### config.mk
export PLATFORM = sky130hd
export DESIGN_NAME = load_store_unit_flat
export DESIGN_NICKNAME = d
export VERILOG_FILES = /design/src/rtl/load_store_unit_if.sv /design/src/rtl/load_store_unit.sv /design/src/flat_wrapper.sv
export SDC_FILE = /design/constraint.sdc
export NUM_CORES = 1
export LEC_CHECK = 0
export CORE_ASPECT_RATIO = 2
export CORE_MARGIN = 3
export CORE_UTILIZATION = 40
export CTS_CLUSTER_SIZE = 14
export DETAILED_ROUTE_END_ITERATION = 10
export MAX_ROUTING_LAYER = met4
export PLACE_DENSITY = 0.88
export REMOVE_ABC_BUFFERS = 1
export SYNTH_ARGS = -nofsm -noshare
export SYNTH_HDL_FRONTEND = slang
export SYNTH_SLANG_ARGS = --single-unit
### constraint.sdc
create_clock -name clk -period 2.4 [get_ports clk]
set_clock_uncertainty 0.2 [all_clocks]
set_input_delay 0.24 -clock clk [delete_from_list [all_inputs] [get_ports clk]]
set_output_delay 0.24 -clock clk [all_outputs]
set_load 0.03 [all_outputs]
### src/rtl/load_store_unit_if.sv
// Request/response and data_memory word-port signals of the load/store unit.
// The slave modport is the unit's view; the master modport is the surrounding core and memory.
interface load_store_unit_if;
  logic        req_valid;
  logic        req_ready;
  logic        req_we;
  logic [2:0]  req_funct3;
  logic [31:0] req_addr;
  logic [31:0] req_wdata;
  logic        resp_valid;
  logic [31:0] resp_rdata;
  logic        resp_err;
  logic        mem_WE;
  logic [31:0] mem_WD;
  logic [31:0] mem_A;
  logic [31:0] mem_RD;

  modport slave (
    input  req_valid, req_we, req_funct3, req_addr, req_wdata, mem_RD,
    output req_ready, resp_valid, resp_rdata, resp_err, mem_WE, mem_WD, mem_A
  );

  modport master (
    output req_valid, req_we, req_funct3, req_addr, req_wdata, mem_RD,
    input  req_ready, resp_valid, resp_rdata, resp_err, mem_WE, mem_WD, mem_A
  );
endinterface

### src/rtl/load_store_unit.sv
// RV32I load/store initiator for the data_memory word port: sub-word loads by lane
// extraction, sub-word stores by read-modify-write, one response per accepted request.
//
// Handshake: a request transfers on a rising edge where req_valid && req_ready; the
// requester holds its fields stable until then. resp_valid is a one-cycle pulse with no
// back-pressure, and resp_rdata/resp_err stay valid until the next transfer.
module load_store_unit #(
  parameter int DATA_MEMORY_DEPTH = 256
) (
  input  logic                  clk,
  input  logic                  rst_n,
  load_store_unit_if.slave      bus,
  output logic [1:0]            state_dbg
);

  typedef enum logic [1:0] {IDLE = 2'd0, READ = 2'd1, WRITE = 2'd2, RESP = 2'd3} state_t;

  state_t      state, state_nxt;
  logic        we_q;
  logic [2:0]  funct3_q;
  logic [31:0] addr_q;
  logic [31:0] wdata_q;
  logic [31:0] rdata_q;
  logic        err_q;
  logic        accept;
  logic        req_err;

  function automatic logic calc_err(input logic we, input logic [2:0] f3, input logic [31:0] addr);
    logic bad;
    logic [31:0] word_idx;
    word_idx = {2'b00, addr[31:2]};
    case (f3)
      3'b000:  bad = 1'b0;
      3'b001:  bad = addr[0];
      3'b010:  bad = (addr[1:0] != 2'b00);
      3'b100:  bad = we;
      3'b101:  bad = we | addr[0];
      default: bad = 1'b1;
    endcase
    if (word_idx >= 32'(DATA_MEMORY_DEPTH)) bad = 1'b1;
    return bad;
  endfunction

  function automatic logic [31:0] extract(input logic [2:0] f3, input logic [1:0] lane,
                                          input logic [31:0] rd);
    logic [7:0]  b;
    logic [15:0] h;
    logic [31:0] res;
    b = rd[{lane, 3'b000} +: 8];
    h = lane[1] ? rd[31:16] : rd[15:0];
    case (f3)
      3'b000:  res = {{24{b[7]}}, b};
      3'b001:  res = {{16{h[15]}}, h};
      3'b100:  res = {24'd0, b};
      3'b101:  res = {16'd0, h};
      default: res = rd;
    endcase
    return res;
  endfunction

  // Only SB and SH reach the merge; SW goes straight to WRITE with the raw data.
  function automatic logic [31:0] merge(input logic [2:0] f3, input logic [1:0] lane,
                                        input logic [31:0] old, input logic [31:0] wd);
    logic [31:0] res;
    res = old;
    if (f3 == 3'b000) res[{lane, 3'b000} +: 8] = wd[7:0];
    else if (lane[1]) res[31:16] = wd[15:0];
    else res[15:0] = wd[15:0];
    return res;
  endfunction

  assign bus.req_ready  = (state == IDLE) && rst_n;
  assign accept         = bus.req_valid && bus.req_ready;
  assign req_err        = calc_err(bus.req_we, bus.req_funct3, bus.req_addr);

  assign bus.mem_A      = (state != IDLE) ? {2'b00, addr_q[31:2]} : 32'd0;
  assign bus.mem_WE     = (state == WRITE);
  assign bus.mem_WD     = wdata_q;
  assign bus.resp_valid = (state == RESP);
  assign bus.resp_rdata = rdata_q;
  assign bus.resp_err   = err_q;
  assign state_dbg      = state;

  always_ff @(posedge clk or negedge rst_n) begin
    if (!rst_n) state <= IDLE;
    else        state <= state_nxt;
  end

  always_comb begin
    state_nxt = state;
    case (state)
      IDLE: begin
        if (accept) begin
          if (req_err)                                    state_nxt = RESP;
          else if (bus.req_we && bus.req_funct3 == 3'b010) state_nxt = WRITE;
          else                                            state_nxt = READ;
        end
      end
      READ:    state_nxt = we_q ? WRITE : RESP;
      WRITE:   state_nxt = RESP;
      RESP:    state_nxt = IDLE;
      default: state_nxt = IDLE;
    endcase
  end

  always_ff @(posedge clk or negedge rst_n) begin
    if (!rst_n) begin
      we_q     <= 1'b0;
      funct3_q <= 3'd0;
      addr_q   <= 32'd0;
      wdata_q  <= 32'd0;
      rdata_q  <= 32'd0;
      err_q    <= 1'b0;
    end else begin
      case (state)
        IDLE: begin
          if (accept) begin
            we_q     <= bus.req_we;
            funct3_q <= bus.req_funct3;
            addr_q   <= bus.req_addr;
            wdata_q  <= bus.req_wdata;
            rdata_q  <= 32'd0;
            err_q    <= req_err;
          end
        end
        READ: begin
          if (we_q) wdata_q <= merge(funct3_q, addr_q[1:0], bus.mem_RD, wdata_q);
          else      rdata_q <= extract(funct3_q, addr_q[1:0], bus.mem_RD);
        end
        default: ;
      endcase
    end
  end

endmodule

### src/flat_wrapper.sv
// flat-port wrapper written by rule: the top's interface ports become plain ports
module load_store_unit_flat 
#(
  parameter int DATA_MEMORY_DEPTH = 256
)
  (clk, rst_n, state_dbg, bus_req_valid, bus_req_we, bus_req_funct3, bus_req_addr, bus_req_wdata, bus_mem_RD, bus_req_ready, bus_resp_valid, bus_resp_rdata, bus_resp_err, bus_mem_WE, bus_mem_WD, bus_mem_A);
  load_store_unit_if bus_i ();
  input  logic clk;
  input  logic rst_n;
  output logic [1:0] state_dbg;
  input wire logic [$bits(bus_i.req_valid)-1:0] bus_req_valid;
  input wire logic [$bits(bus_i.req_we)-1:0] bus_req_we;
  input wire logic [$bits(bus_i.req_funct3)-1:0] bus_req_funct3;
  input wire logic [$bits(bus_i.req_addr)-1:0] bus_req_addr;
  input wire logic [$bits(bus_i.req_wdata)-1:0] bus_req_wdata;
  input wire logic [$bits(bus_i.mem_RD)-1:0] bus_mem_RD;
  output wire logic [$bits(bus_i.req_ready)-1:0] bus_req_ready;
  output wire logic [$bits(bus_i.resp_valid)-1:0] bus_resp_valid;
  output wire logic [$bits(bus_i.resp_rdata)-1:0] bus_resp_rdata;
  output wire logic [$bits(bus_i.resp_err)-1:0] bus_resp_err;
  output wire logic [$bits(bus_i.mem_WE)-1:0] bus_mem_WE;
  output wire logic [$bits(bus_i.mem_WD)-1:0] bus_mem_WD;
  output wire logic [$bits(bus_i.mem_A)-1:0] bus_mem_A;
  assign bus_i.req_valid = bus_req_valid;
  assign bus_i.req_we = bus_req_we;
  assign bus_i.req_funct3 = bus_req_funct3;
  assign bus_i.req_addr = bus_req_addr;
  assign bus_i.req_wdata = bus_req_wdata;
  assign bus_i.mem_RD = bus_mem_RD;
  assign bus_req_ready = bus_i.req_ready;
  assign bus_resp_valid = bus_i.resp_valid;
  assign bus_resp_rdata = bus_i.resp_rdata;
  assign bus_resp_err = bus_i.resp_err;
  assign bus_mem_WE = bus_i.mem_WE;
  assign bus_mem_WD = bus_i.mem_WD;
  assign bus_mem_A = bus_i.mem_A;
  load_store_unit #(.DATA_MEMORY_DEPTH(DATA_MEMORY_DEPTH)) u_core (.clk(clk), .rst_n(rst_n), .bus(bus_i), .state_dbg(state_dbg));
endmodule
==> results of run 1 <==
-- power breakdown --
part | total [mW] | switching (mW) | internal [mW]
logic | 7.11 | 4.18 | 2.93
registers | 3.20 | 0.638 | 2.56
clock network | 1.42 | 0.701 | 0.717
-- area by class of cell --
class / instances / area [um^2]
clock inverters: 7 / 58.81
clock buffers: 9 / 225.2
fillers: 1130 / 5161
repair buffers: 239 / 2296
multi-input cells: 416 / 2608
inverters: 6 / 22.52
flip-flops and latches: 103 / 2579
well taps: 152 / 190.2
-- kinds of logic after synthesis --
group,share of synthesized area (%)
compound gates,20.04
flops,47.77
buf+inv,4.151
mux,3.943
fa+ha+maj,2.087
other cells,0.06951
simple gates,21.94
-- how the worst max path moves through the flow --
stage               slack, ns           startpoint                        end  depth (start not counted)
finish                   0.11  u_core.state_dbg[0]               bus_mem_A[3]                          5
global route            -0.01  u_core.state_dbg[0]              bus_mem_A[24]                          5
CTS                      0.08  u_core.state_dbg[0]               bus_mem_A[3]                          5
detailed placement        0.1  u_core.state_dbg[0]        u_core.state_dbg[1]                          8
global placement         0.16     u_core.addr_q[0]      u_core.bus.mem_WD[28]                          6
floorplan               -1.44  u_core.state_dbg[0]  u_core.bus.resp_rdata[16]                          5
-- routing by layer --
metal  global-route usage, %  share of wire [%]
met1                   27.24                 34
met2                   45.20                 54
met3                   3.585                5.7
met4                   16.18                6.6
met5                       -                  0
-- metrics by stage --
stage / instance area [um^2] / hold WS (ns)
2_1_floorplan: 5197 / -0.2556
3_3_place_gp: 7741 / 0.1240
3_5_place_dp: 7741 / 0.1243
4_1_cts: 7998 / 0.2049
5_1_grt: 7979 / 0.2370
6_report: 7979 / 0.2143
-- worst max-delay path: cells and delay by family (launching register included) --
kind | cells | cell delay, ns
fa+ha+maj | 1 | 0.25
buf+inv | 3 | 0.70
flops | 1 | 0.41
simple gates | 1 | 0.14
-- cell usage after synthesis (all sizes together) (4+ instances only) --
cell	number	area (um^2)
dfrtp	103	2577
a221o	24	240.2
o21ai	15	75.07
a31o	8	70.07
clkbuf	25	93.84
mux2	16	180.2
a22o	8	70.07
buf	19	107.6
nand2b	11	68.82
nor3	4	42.54
o31ai	8	70.06
ha	9	112.6
a221oi	24	210.2
nor2b	34	212.7
a21oi	5	32.53
nor2	40	150.1
a32o	8	80.08
nand2	146	548.0
nor4	6	37.54
o221ai	7	61.31
inv	6	22.52
a21boi	8	60.06
-- flip-flops by register name (all words and copies together) (netlist names) --
signal,flops
u_core.bus.resp_rdata,32
u_core.addr_q,32
u_core.bus.mem_WD,32
u_core.we_q,1
u_core.state_dbg,2
u_core.funct3_q,3
u_core.bus.resp_err,1
-- what timing repair did --
item	4_1_cts	5_1_grt
gates resized for setup	30	42
endpoints found under the hold margin	28	0
pin swaps	0	1
hold buffers	1	0
setup endpoints to repair	30	38
-- placed cells by master (no fill, tap or decap), types with 9 or more instances in the layout --
cell and instances:
nor2_1 40, a221oi_1 24, clkbuf_2 12, clkbuf_16 9
clkdlybuf4s15_1 12, buf_4 32, nor2b_1 34, dfrtp_1 102
nand2b_1 11, a221o_1 24, clkdlybuf4s50_1 170, nand2_1 146
ha_1 9
==> flow_metrics.tcl, run 1 <==
set metrics [dict create \
    status "completed" \
    clockBufferDepth 2 \
    rows 59 \
    synth_ff_type "dfrtp_1" \
    cts_buffers 9 \
    postLayoutCoreUtil_pct 60.72 \
    cp_data_arrival_time_ns 1.85 \
    final.setup.tns_ns 0 \
    critPathRequiredTime_ns 1.96 \
    fin_crit_sh_pct 95.45 \
    min_from "bus_req_addr[4]" \
    vdd_ir_drop_max_uv 783.3 \
    ys_seq_elements 103 \
    drive_above_1_share_pct 12.05 \
    place_ws_ns 0.09648 \
    r2r_end "u_core.bus.mem_WD[18]" \
    area.growth.synth_to_final_pct 47.89 \
    cts_num_sinks 103 \
    post-cts-setup-buffers 0 \
    die_w_um 88.12 \
    rsz0062_at_grt "yes" \
    cp-start-kind "flip-flop" \
    core_um2 13140 \
    syn_inst 568 \
    cts_tree "done" \
    syn_area_per_cell_um2 9.499 \
    drt_iter0_drc 363 \
    nets 887 \
    crit_fanout 18 \
    async_flop_share_pct 100.0 \
    yosysSeqAreaShare_pct 47.77 \
    rr_worst_depth 7 \
    floorplan.initialDensity_pct 41.06 \
    post-dp-hpwl_um 14860 \
    stdcell_count 932 \
    die-area_um2 15000 \
    synth.cell_area_um2 5395 \
    clock.fmax_mhz 436.5 \
    die-height_um 170.2 \
    routed_via_density 5.729 \
    wl_um 19080 \
    yosysWarningCount 0 \
    power.total_mw 11.72 \
    first_global_vias 5411 \
    min_to "u_core.addr_q[4]" \
    power_density_nw_per_um2 1469 \
    insertion_delay_ns 0.35 \
    reg2reg_from "u_core.state_dbg[1]" \
    slew_headroom_pct 34.30 \
    track_usage_pct 26.13 \
    clkSlewWorstSetupHoldPaths_ns 0.07 \
    end_kind "output pin" \
    grt_pass1_wl_um 28980 \
    wire_per_inst_um 20.47 \
    drv_cap 0 \
    max_stage_delay_ns 0.41 \
    portBuffers 202 \
    path_cells "inv_1 -> ha_1 -> buf_4 -> nor2b_1 -> clkdlybuf4s15_1" \
    final.min_clock_period_ns 2.291 \
    grt_max_degree 76 \
    pin_count 205 \
    tightestPinTransition_ns 0.9855 \
    setup_violations 0 \
    antenna_found_initial 0 \
    clockRootBuffer "clkbuf_16" \
    vias 5339 \
    dp_cells 915 \
    drc 0 \
    p_leak_nw 3.540 \
    path_class "flip-flop to output pin" \
    min_delay_path_depth 3 \
    first_pass_iters 5 \
    grt-ovfl-total 0 \
    gp_congestion 0.9269 \
    synth_edf_count 0 \
    cts_max_level 3 \
    setup_slack_ns 0.1092 \
    hold_viol 0 \
    crit_slowest_cell "dfrtp_1" \
    diodes 0 \
    yosysUniqueCellTypes 55 \
    hold_class "input port to flip-flop" \
    drtAntennaViolNets 0 \
    slew_viol_final 0 \
    regToRegSetupSlack_ns 0.14 \
]
No activity file was read; power rests on OpenSTA's default activity.
==> run 2, diff against run 1 <==
--- a/config.mk
+++ b/config.mk
@@ -5,13 +5,13 @@
 export SDC_FILE = /design/constraint.sdc
 export NUM_CORES = 1
 export LEC_CHECK = 0
-export CORE_ASPECT_RATIO = 2
 export CORE_MARGIN = 3
-export CORE_UTILIZATION = 40
+export CORE_UTILIZATION = 45
 export CTS_CLUSTER_SIZE = 14
 export DETAILED_ROUTE_END_ITERATION = 10
+export GPL_ROUTABILITY_DRIVEN = 0
 export MAX_ROUTING_LAYER = met4
-export PLACE_DENSITY = 0.88
+export PLACE_DENSITY = 0.93
 export REMOVE_ABC_BUFFERS = 1
 export SYNTH_ARGS = -nofsm -noshare
 export SYNTH_HDL_FRONTEND = slang
==> constraint.sdc (replaced) <==
create_clock -name clk -period 2.55 [get_ports clk]
set_clock_uncertainty 0.2 [all_clocks]
set_input_delay 0.255 -clock clk [delete_from_list [all_inputs] [get_ports clk]]
set_output_delay 0.255 -clock clk [all_outputs]
set_load 0.03 [all_outputs]
==> run 2 against run 1 <==
Net effect: clock-buffer cell count unchanged; cell count shrank 2.1%; sequential cell count did not move; non-clock buffer count is 11 lower; combinational power is 6.3% lower; highest routed layer unchanged; sequential power down 6.3%; critical path depth is 3 higher; worst setup slack worse by 0.057 ns; register-to-register slack worse by 0.09 ns; die area fell by 11%; power shrank 3.1%; cell area shrank 0.39%.
==> flow_metrics.tcl, run 2 (same netlist as run 1, synthesis figures left out) <==
set metrics [dict create \
    reg2reg_from "u_core.state_dbg[1]" \
    wire_per_inst_um 21.88 \
    final.min_clock_period_ns 2.497 \
    insertion_delay_ns 0.35 \
    path_cells "inv_1 -> ha_1 -> buf_4 -> nor2b_1 -> and2_1 -> buf_4 -> o221ai_1 -> o21ai_1" \
    clockRootBuffer "clkbuf_16" \
    portBuffers 202 \
    critPathBufInv 3 \
    antenna_found_initial 0 \
    slew_headroom_pct 27.91 \
    drive_above_1_share_pct 8.843 \
    crit_fanout 23 \
    postLayoutCoreUtil_pct 68.72 \
    die-height_um 115.5 \
    final_common_cell "clkdlybuf4s50_1" \
    area.growth.synth_to_final_pct 47.31 \
    grt_pass1_wl_um 30480 \
    cts_max_level 3 \
    rr_worst_depth 8 \
    track_usage_pct 30.61 \
    p_leak_nw 3.595 \
    rsz0062_at_grt "no" \
    grt-ovfl-total 0 \
    clockBufferDepth 2 \
    post-dp-hpwl_um 14450 \
    cp_top_family "buffers and inverters" \
    critPathRequiredTime_ns 2.62 \
    end_kind "flip-flop" \
    status "completed" \
    die-area_um2 13340 \
    power.total_mw 11.37 \
    floorplan.initialDensity_pct 46.65 \
    vias 5584 \
    cts_buffers 9 \
    final.setup.tns_ns 0 \
    pin_count 205 \
    nFillCells 816 \
    routed_via_density 6.123 \
    r2r_end "u_core.bus.resp_rdata[3]" \
    wl_um 19950 \
    diodes 0 \
    grt_max_degree 85 \
    multi_input_area_um2 2606 \
    cpMostUsedCell "buf_4" \
    crit_slowest_cell "dfrtp_1" \
    drtAntennaViolNets 0 \
    path_class "flip-flop to flip-flop" \
    regToRegSetupSlack_ns 0.05 \
    slew_viol_final 0 \
    power_density_nw_per_um2 1430 \
    drc 0 \
    die_w_um 115.5 \
    first_pass_iters 5 \
    endpoint "u_core.bus.resp_rdata[3]" \
    clock.fmax_mhz 400.4 \
    cp-start-kind "flip-flop" \
    fin_crit_sh_pct 97.93 \
    cts_tree "done" \
    dp_cells 895 \
    hold_class "input port to async pin" \
    max_stage_delay_ns 0.43 \
    core_um2 11560 \
    cts_num_sinks 103 \
    cp_data_arrival_time_ns 2.57 \
    nets 876 \
    seqCellArea_um2 2577 \
    drv_cap 0 \
    first_global_vias 5769 \
    setup_violations 0 \
    clkSlewWorstSetupHoldPaths_ns 0.07 \
    final_cell_mix "170 x clkdlybuf4s50_1, 146 x nand2_1, 103 x dfrtp_1" \
    startpoint "u_core.state_dbg[1]" \
    vdd_ir_drop_max_uv 694.0 \
    hold_viol 0 \
    worst-path-stages 8 \
    stdcell_count 912 \
    rows 39 \
    drt_iter0_drc 553 \
    tightestPinTransition_ns 1.081 \
]
==> run 2: cell count changes in the layout (fill, tap and decap cells not counted), sizes merged, moves of 4 or more <==
cell           change
buf               -11
bufinv             +4
clkdlybuf4s15     -12
clkbuf            -12
dlygate4sd2       +21
==> run 2: area by class of cell <==
class | instances | area share, %
Inverter | 6 | 0.2834
Clock inverter | 7 | 1.826
Tap cell | 143 | 2.251
Sequential cell | 103 | 32.43
Clock buffer | 9 | 2.834
Timing Repair Buffer | 228 | 27.58
Multi-Input combinational cell | 416 | 32.79
==> run 2: per-stage QoR <==
stage,area (um^2),setup WS [ns],hold slack [ns]
CTS,7933,0.01783,0.08502
global placement,7585,0.2392,-0.1174
finish,7948,0.05266,0.07366
floorplan,5197,-1.292,-0.2406
detailed placement,7585,0.08423,-0.1155
global route,7948,0.004165,0.09611
==> run 2: what timing repair did <==
item / 4_1_cts / 5_1_grt
hold buffers: 1 / 0
hold endpoints to repair: 19 / 0
setup buffers: 0 / 0
endpoints found under the setup margin: 28 / 14
resized for setup: 28 / 5
==> run 2: metal layers <==
metal | global-route usage [%] | wire length [um]
met5 | - | 0
met3 | 6.266 | 1949
met2 | 47.26 | 9629
met4 | 18.39 | 1134
met1 | 37.09 | 7240
==> run 2: worst min-delay path by stage <==
stage	startpoint	end	cells after the start
6_report	rst_n	u_core.we_q	2
5_1_grt	rst_n	u_core.state_dbg[0]	2
4_1_cts	rst_n	u_core.we_q	2
3_5_place_dp	rst_n	u_core.we_q	1
3_3_place_gp	rst_n	u_core.bus.resp_err	1
2_1_floorplan	rst_n	u_core.addr_q[0]	0
==> run 2: power breakdown <==
part	leakage, nW	switching (mW)	internal, mW	total [mW]
Sequential	1.28	0.598	2.41	3.00
Combinational	2.14	4.03	2.63	6.66
Clock	0.176	0.637	1.06	1.70
==> run 3, diff against run 2 <==
--- a/config.mk
+++ b/config.mk
@@ -5,7 +5,8 @@
 export SDC_FILE = /design/constraint.sdc
 export NUM_CORES = 1
 export LEC_CHECK = 0
-export CORE_MARGIN = 3
+export ABC_CLOCK_PERIOD_IN_PS = 2550
+export CORE_MARGIN = 8
 export CORE_UTILIZATION = 45
 export CTS_CLUSTER_SIZE = 14
 export DETAILED_ROUTE_END_ITERATION = 10
==> run 3 against run 2 <==
Net effect: largest power group unchanged; sequential share of layout area rose by 0.15 points; first-iteration DRC count rose by 15%; worst setup slack improved by 0.10 ns; highest routed layer unchanged; sequential power barely moved.
==> flow_metrics.tcl, run 3 (same netlist as run 1, synthesis figures left out) <==
set metrics [dict create \
    first_global_vias 5792 \
    rows 40 \
    cp-start-kind "flip-flop" \
    setup_slack_ns 0.1529 \
    place_ws_ns 0.1015 \
    p_leak_nw 3.552 \
    drt_iter0_drc 635 \
    slew_viol_final 0 \
    die-area_um2 15750 \
    diodes 0 \
    min_to "u_core.addr_q[6]" \
    drive_above_1_share_pct 8.820 \
    end_kind "flip-flop" \
    cts_buffers 9 \
    clkSlewWorstSetupHoldPaths_ns 0.07 \
    setup_violations 0 \
    critPathBufInv 2 \
    rsz0062_at_grt "no" \
    antenna_found_initial 0 \
    hold_ws_ns 0.2340 \
    routed_via_density 5.981 \
    area.growth.synth_to_final_pct 46.64 \
    cts_max_level 3 \
    postLayoutCoreUtil_pct 66.70 \
    crit_fanout 16 \
    nets 879 \
    regToRegSetupSlack_ns 0.15 \
    stdcell_count 918 \
    crit_slowest_cell "and4_1" \
    post-dp-hpwl_um 15460 \
    fin_crit_sh_pct 94.01 \
    rr_worst_depth 7 \
    hold_viol 0 \
    min_from "bus_req_addr[6]" \
    first_pass_iters 6 \
    worst-path-stages 7 \
    cts_num_sinks 103 \
    cp_top_family "simple AND/OR/NAND/NOR gates" \
    die-height_um 125.5 \
    grt_pass1_wl_um 31480 \
    final_cell_mix "170 x clkdlybuf4s50_1, 146 x nand2_1, 103 x dfrtp_1" \
    power_density_nw_per_um2 1409 \
    drtAntennaViolNets 0 \
    core_um2 11860 \
    vdd_ir_drop_max_uv 618.8 \
    vias 5491 \
    cp_data_arrival_time_ns 2.48 \
    cts_tree "done" \
    dp_cells 899 \
    drc 0 \
    drv_cap 0 \
    max_stage_delay_ns 0.62 \
    wire_per_inst_um 22.10 \
    grt_max_degree 72 \
    grt-ovfl-total 0 \
    wl_um 20290 \
    power.total_mw 11.15 \
    pin_count 205 \
    r2r_end "u_core.bus.resp_rdata[25]" \
    clockBufferDepth 2 \
    path_class "flip-flop to flip-flop" \
    reg2reg_from "u_core.state_dbg[1]" \
    status "completed" \
    final_common_cell "clkdlybuf4s50_1" \
    insertion_delay_ns 0.35 \
    floorplan.initialDensity_pct 45.49 \
    min_delay_path_depth 3 \
    clock.fmax_mhz 417.2 \
    path_cells "inv_1 -> ha_1 -> buf_4 -> nor2b_1 -> and2_1 -> and4_1 -> a221o_1" \
    hold_class "input port to flip-flop" \
    die_w_um 125.5 \
    portBuffers 202 \
    slew_headroom_pct 38.10 \
    critPathRequiredTime_ns 2.63 \
    final.min_clock_period_ns 2.397 \
    track_usage_pct 25.88 \
    clockRootBuffer "clkbuf_16" \
    tightestPinTransition_ns 0.9285 \
]
-- run 3: worst max-delay path by stage --
stage,start,end,slack [ns]
after floorplan,u_core.state_dbg[0],u_core.bus.resp_rdata[16],-1.29
after global placement,bus_mem_RD[15],u_core.bus.resp_rdata[15],0.15
after detailed placement,bus_mem_RD[15],u_core.bus.resp_rdata[15],0.10
after CTS,u_core.state_dbg[0],u_core.bus.mem_WD[14],0.08
after global routing,u_core.addr_q[1],u_core.bus.mem_WD[12],0.008
final,u_core.state_dbg[1],u_core.bus.resp_rdata[25],0.15
-- run 3: area by class of cell --
class / count / area, um^2
fill: 855 / 3950
multi-input combinational: 416 / 2604
sequential: 103 / 2577
timing repair buffer: 231 / 2225
clock buffer: 12 / 256.5
tap: 147 / 183.9
clock inverter: 3 / 42.54
inverter: 6 / 22.52
-- run 3: worst min-delay path, stage by stage --
cell             delay (ns)
clkdlybuf4s50_1        0.39
nand2_1                0.05
nand2_1                0.04
-- run 3: where the power goes --
group | internal, mW | switching [mW] | leakage, nW | total (mW)
logic | 2.71 | 4.01 | 2.13 | 6.73
clock network | 0.808 | 0.590 | 0.145 | 1.40
registers | 2.41 | 0.615 | 1.28 | 3.02
total | 5.93 | 5.22 | 3.55 | 11.1
-- run 3: per-stage QoR --
stage                     cell area, um^2  TNS (ns)
final                                7911         0
after global routing                 7911         0
after CTS                            7886         0
after detailed placement             7615         0
after global placement               7615         0
after floorplan                      5197    -66.16
-- run 3: repair_timing --
| action | in CTS | in global routing |
|---|---|---|
| endpoints found under the setup margin | 30 | 24 |
| setup buffers | 0 | 3 |
| cloned | 0 | 0 |
| hold endpoints to repair | 32 | 0 |
| pin swaps | 0 | 1 |
| hold buffers | 1 | 0 |
| resized for setup | 30 | 1 |
-- run 3: routing by layer --
| layer | track usage, % | up-vias | part of all wire, % |
|---|---|---|---|
| li1 | - | 2420 | - |
| met1 | 29.45 | 2653 | 38 |
| met2 | 41.83 | 331 | 48 |
| met3 | 4.675 | 87 | 8.4 |
| met4 | 15.97 | 0 | 5.6 |
| met5 | - | - | 0 |
